--- src/rtl/secded_mem_sequencer.sv ---
// secded_mem_sequencer: SECDED(16,11) block decoder sharing data memory through req/gnt.
// Define SECDED_STATS_EN to add saturating single/double error counters (sec_count, ded_count).
module secded_mem_sequencer #(
  parameter int NUM_WORDS = 15,
  parameter int SRC_BASE  = 64,
  parameter int DST_BASE  = 94,
  parameter int AW        = 8
) (
  input  logic          CLK,
  input  logic          Reset,
  input  logic          start,
  output logic          halt,
  output logic          busy,
  output logic          mem_req,
  input  logic          mem_gnt,
  output logic [AW-1:0] mem_addr,
  input  logic [7:0]    mem_rdata,
  output logic [7:0]    mem_wdata,
`ifdef SECDED_STATS_EN
  output logic [7:0]    sec_count,
  output logic [7:0]    ded_count,
`endif
  output logic          mem_wr_en
);
  localparam logic [2:0] IDLE = 3'd0, RD_LO = 3'd1, RD_HI = 3'd2, DEC = 3'd3;
  localparam logic [2:0] WR_LO = 3'd4, WR_HI = 3'd5, DONE = 3'd6;
  // Hamming positions of d1..d11, d1 in the low nibble
  localparam logic [43:0] POS = {4'd15, 4'd14, 4'd13, 4'd12, 4'd11, 4'd10, 4'd9, 4'd7, 4'd6, 4'd5, 4'd3};
  logic [2:0] state;
  logic [6:0] idx;
  logic [7:0] lo, hi;
  logic [15:0] cw, res, res_next;
  logic [3:0] s;
  logic p;
  logic [10:0] fl;
  logic [AW-1:0] src, dst;
  assign cw = {hi, lo};
  always_comb begin
    s = 4'd0;
    for (int k = 1; k < 16; k++) s = s ^ (cw[k] ? 4'(k) : 4'd0);
    p = ^cw;
    for (int j = 0; j < 11; j++) fl[j] = p && (s == POS[4*j +: 4]);
  end
  assign res_next = {(s != 4'd0) && !p, 4'd0, {cw[15:9], cw[7:5], cw[3]} ^ fl};
  assign src = AW'(SRC_BASE + 2 * int'(idx));
  assign dst = AW'(DST_BASE + 2 * int'(idx));
  always_comb begin
    busy = !(state == IDLE || state == DONE);
    mem_req = busy;
    halt = state == DONE;
    mem_addr = state == RD_LO ? src : state == RD_HI ? src + AW'(1) :
               state == WR_LO ? dst : state == WR_HI ? dst + AW'(1) : '0;
    mem_wdata = state == WR_LO ? res[7:0] : state == WR_HI ? res[15:8] : 8'd0;
    mem_wr_en = (state == WR_LO || state == WR_HI) && mem_gnt;
  end
  always_ff @(posedge CLK or posedge Reset)
    if (Reset) begin
      state <= IDLE;
      idx <= '0;
      lo <= '0;
      hi <= '0;
      res <= '0;
    end else begin
      case (state)
        IDLE, DONE: if (start) begin
          state <= RD_LO;
          idx <= '0;
        end
        RD_LO: if (mem_gnt) begin
          lo <= mem_rdata;
          state <= RD_HI;
        end
        RD_HI: if (mem_gnt) begin
          hi <= mem_rdata;
          state <= DEC;
        end
        DEC: begin
          res <= res_next;
          state <= WR_LO;
        end
        WR_LO: if (mem_gnt) state <= WR_HI;
        WR_HI: if (mem_gnt) begin
          if (idx == 7'(NUM_WORDS - 1)) state <= DONE;
          else begin
            idx <= idx + 7'd1;
            state <= RD_LO;
          end
        end
        default: state <= IDLE;
      endcase
    end
`ifdef SECDED_STATS_EN
  always_ff @(posedge CLK or posedge Reset)
    if (Reset) begin
      sec_count <= 8'd0;
      ded_count <= 8'd0;
    end else if (!busy && start) begin
      sec_count <= 8'd0;
      ded_count <= 8'd0;
    end else if (state == DEC) begin
      if (p && sec_count != 8'hFF) sec_count <= sec_count + 8'd1;
      if (res_next[15] && ded_count != 8'hFF) ded_count <= ded_count + 8'd1;
    end
`endif
endmodule
--- config.mk ---
export PLATFORM = sky130hd
export DESIGN_NAME = secded_mem_sequencer
export DESIGN_NICKNAME = d
export VERILOG_FILES = /design/src/rtl/secded_mem_sequencer.sv
export SDC_FILE = /design/constraint.sdc
export NUM_CORES = 1
export LEC_CHECK = 0
export CAP_MARGIN = 10
export CORE_UTILIZATION = 45
export DETAILED_ROUTE_END_ITERATION = 6
export PLACE_DENSITY = 0.7
export SLEW_MARGIN = 20
export SYNTH_ARGS = -nofsm -noshare
export SYNTH_HDL_FRONTEND = slang
export SYNTH_SLANG_ARGS = --single-unit
export TNS_END_PERCENT = 50
--- constraint.sdc ---
create_clock -name CLK -period 2.1 [get_ports CLK]
set_input_delay 0.21 -clock CLK [delete_from_list [all_inputs] [get_ports CLK]]
set_output_delay 0.21 -clock CLK [all_outputs]
set_load 0.1 [all_outputs]
==> results.json <==
{
  "tns_ps": 0,
  "numCtsBuffers": 5,
  "clkTransAtPathRegs_ps": 80,
  "setup_violations": 0,
  "die-area_um2": 5732,
  "ant_nets": 0,
  "yosysSeqAreaShare_pct": 38.89,
  "vias": 2071,
  "ys_ff_latch": 38,
  "io_buffers": 31,
  "outcome": "completed",
  "syn_area_per_cell_um2": 9.331,
  "yosys_warnings": 0,
  "syn_area_um2": 2445,
  "fmax_mhz": 483.5,
  "crit_fanout": 4,
  "drive_above_1_share_pct": 34.38,
  "timing.final.crit_share_pct": 98.49,
  "drv_slew": 0,
  "startpoint_type": "register",
  "grt_first_pass_wirelength_um": 9508,
  "tritoncts": "done",
  "hold_path_class": "primary input to async pin",
  "area_growth_syn_to_layout_pct": 41.91,
  "nets": 331,
  "chipHeight_um": 75.71,
  "clock_latency_ps": 290,
  "reg2reg_slack_ps": 30,
  "grt_overflow_total": 0,
  "grt_pass1_vias": 1968,
  "synth-main-ff-cell": "dfrtp_1",
  "clock_path_buffers": 2,
  "drt_iter0_markers": 129,
  "firstDrtPassIters": 4,
  "grt_max_degree": 39,
  "period_needed_ps": 2068,
  "ys_types": 38,
  "dp_hpwl_um": 4158,
  "synth_edf_count": 0,
  "hold_viol": 0,
  "fin_skew_ps": 10.30,
  "worst_pin_slew_ps": 597.4,
  "drv_cap": 0,
  "synthArstFlopShare_pct": 100.0,
  "netlist_instances": 262,
  "clockRootBuffer": "clkbuf_8",
  "ff2ff_path_depth": 8,
  "clock-sinks": 38,
  "h-tree-depth": 2,
  "die_x_um": 75.71,
  "cts_hold_buf": 0,
  "crit_path_end_kind": "register",
  "diodes": 0,
  "required_ps": 2270,
  "critical_path_class": "register to register",
  "maxSlewHeadroom_pct": 59.89,
  "gp_congestion": 0.8828,
  "arrival_ps": 2240,
  "viasPerCell": 5.351,
  "avgRoutedWirePerCell_um": 14.86,
  "r2r-start": "lo[5]$_DFFE_PP0P_",
  "fp-row-count": 26,
  "rsz0062_at_grt": "yes",
  "track_usage_pct": 22.26,
  "pin_count": 32,
  "reg2reg_to": "res[6]$_DFFE_PP0P_",
  "antenna_found_initial": 0,
  "fin_util_pct": 67.08,
  "floorplan.initialDensity_pct": 47.27,
  "core_um2": 5172,
  "synth_nets": 277,
  "drt_wl_total_um": 5749,
  "drcViolationCount": 0
}
[registers in the layout, indices dropped and copies added (netlist names)]
name / cells
res: 12
hi: 8
lo: 8
idx: 7
state: 3
[metal layers]
metal	track usage, %	routed length (µm)
met4	6.790	68
met3	4.630	231
met5	0	0
met2	34.72	2746
met1	31.28	2702
[repair_timing]
item	in CTS	in global routing
gates resized for setup	3	16
setup buffers	1	1
setup endpoints to repair	2	12
pin swaps	0	0
[critical path, stage by stage, from the launching register on]
cell and delay (ps):
dfrtp_1 410, buf_4 160, xor2_1 270, xor2_1 380, nor3_1 110, buf_4 170
o22ai_1 220, xor2_1 160, o21ai_0 80
[cells by family (layout without fill, tap and decap cells)]
group / count (synthesis) / count (layout) / share of synthesized area [%]
AO/OA/AOI/OAI: 52 / 52 / 12.39
buffers and inverters: 18 / 73 / 3.071
AND/OR/NAND/NOR: 83 / 83 / 17.86
flip-flops: 38 / 38 / 38.89
multiplexers: 21 / 21 / 9.417
adder cells (fa/ha/maj): 3 / 3 / 1.535
XOR/XNOR: 47 / 47 / 16.84
[Yosys cell counts, types with 2 or more instances]
master / n / area, µm²
o21ai_0: 13 / 65.06
nor4_2: 3 / 37.54
nor4_1: 5 / 31.28
nand2_1: 26 / 97.59
o22ai_1: 15 / 93.84
buf_2: 3 / 15.01
xor2_1: 25 / 219.0
nor2_1: 13 / 48.80
mux2i_1: 5 / 50.05
or3_1: 2 / 12.51
dfrtp_1: 38 / 950.9
nand2b_1: 4 / 25.02
clkbuf_1: 8 / 30.03
inv_1: 4 / 15.01
a21o_1: 2 / 15.01
a21oi_1: 6 / 30.03
nor3b_1: 4 / 30.03
ha_1: 3 / 37.54
buf_1: 2 / 7.510
o21ai_1: 10 / 50.05
xnor2_1: 22 / 192.7
nor3_1: 14 / 70.07
mux2_2: 16 / 180.2
nand3_1: 5 / 25.02
[cells in the final DEF (no fill, tap or decap), types with 2 or more instances in the layout]
master / instances
o22ai_1: 14
o21ai_1: 14
nor3b_2: 5
clkbuf_8: 8
nand2_1: 26
or3_1: 2
mux2i_1: 5
dfrtp_1: 35
xnor2_1: 19
xor2_1: 19
inv_1: 4
buf_12: 20
nor2_2: 3
a21oi_1: 5
nor3_1: 11
nand3_1: 5
mux2_2: 16
ha_1: 3
xor2_2: 6
a21o_1: 2
nor4_1: 3
nand2b_1: 4
nor4_2: 5
nor2_1: 10
o21ai_0: 8
xnor2_2: 3
clkdlybuf4s50_1: 11
buf_4: 30
dfrtp_2: 3
nor3_2: 4
[final cells by class]
class / count / area, µm²
fill: 407 / 1703
multi-input combinational: 206 / 1567
sequential: 38 / 954.7
timing repair buffer: 61 / 735.7
clock buffer: 8 / 110.1
tap: 70 / 87.58
inverter: 4 / 15.01
[worst max path at each step]
stage / start / cells past startpoint / end / slack [ps]
after floorplan: state[1]$_DFFE_PP0P_ / 4 / mem_addr[1] / -450
after global placement: lo[4]$_DFFE_PP0P_ / 6 / res[4]$_DFFE_PP0P_ / 80
after detailed placement: lo[4]$_DFFE_PP0P_ / 7 / res[2]$_DFFE_PP0P_ / 60
after CTS: state[1]$_DFFE_PP0P_ / 7 / mem_addr[7] / 20
after global routing: lo[5]$_DFFE_PP0P_ / 8 / res[6]$_DFFE_PP0P_ / -70
final: lo[5]$_DFFE_PP0P_ / 8 / res[6]$_DFFE_PP0P_ / 30
[stage by stage]
stage,std cells,cell area [µm²],setup WS (ps),hold WS (ps)
floorplan,262,2486,-447.1,361.7
global placement,377,3234,82.68,455.5
detailed placement,377,3234,63.95,466.8
CTS,386,3356,16.26,346.6
global route,387,3470,-71.65,417.6
finish,387,3470,31.64,332.8
Power is left out: the tool's default activity adds up to more than one toggle a clock period on the data nets, which glitch-free logic cannot reach.
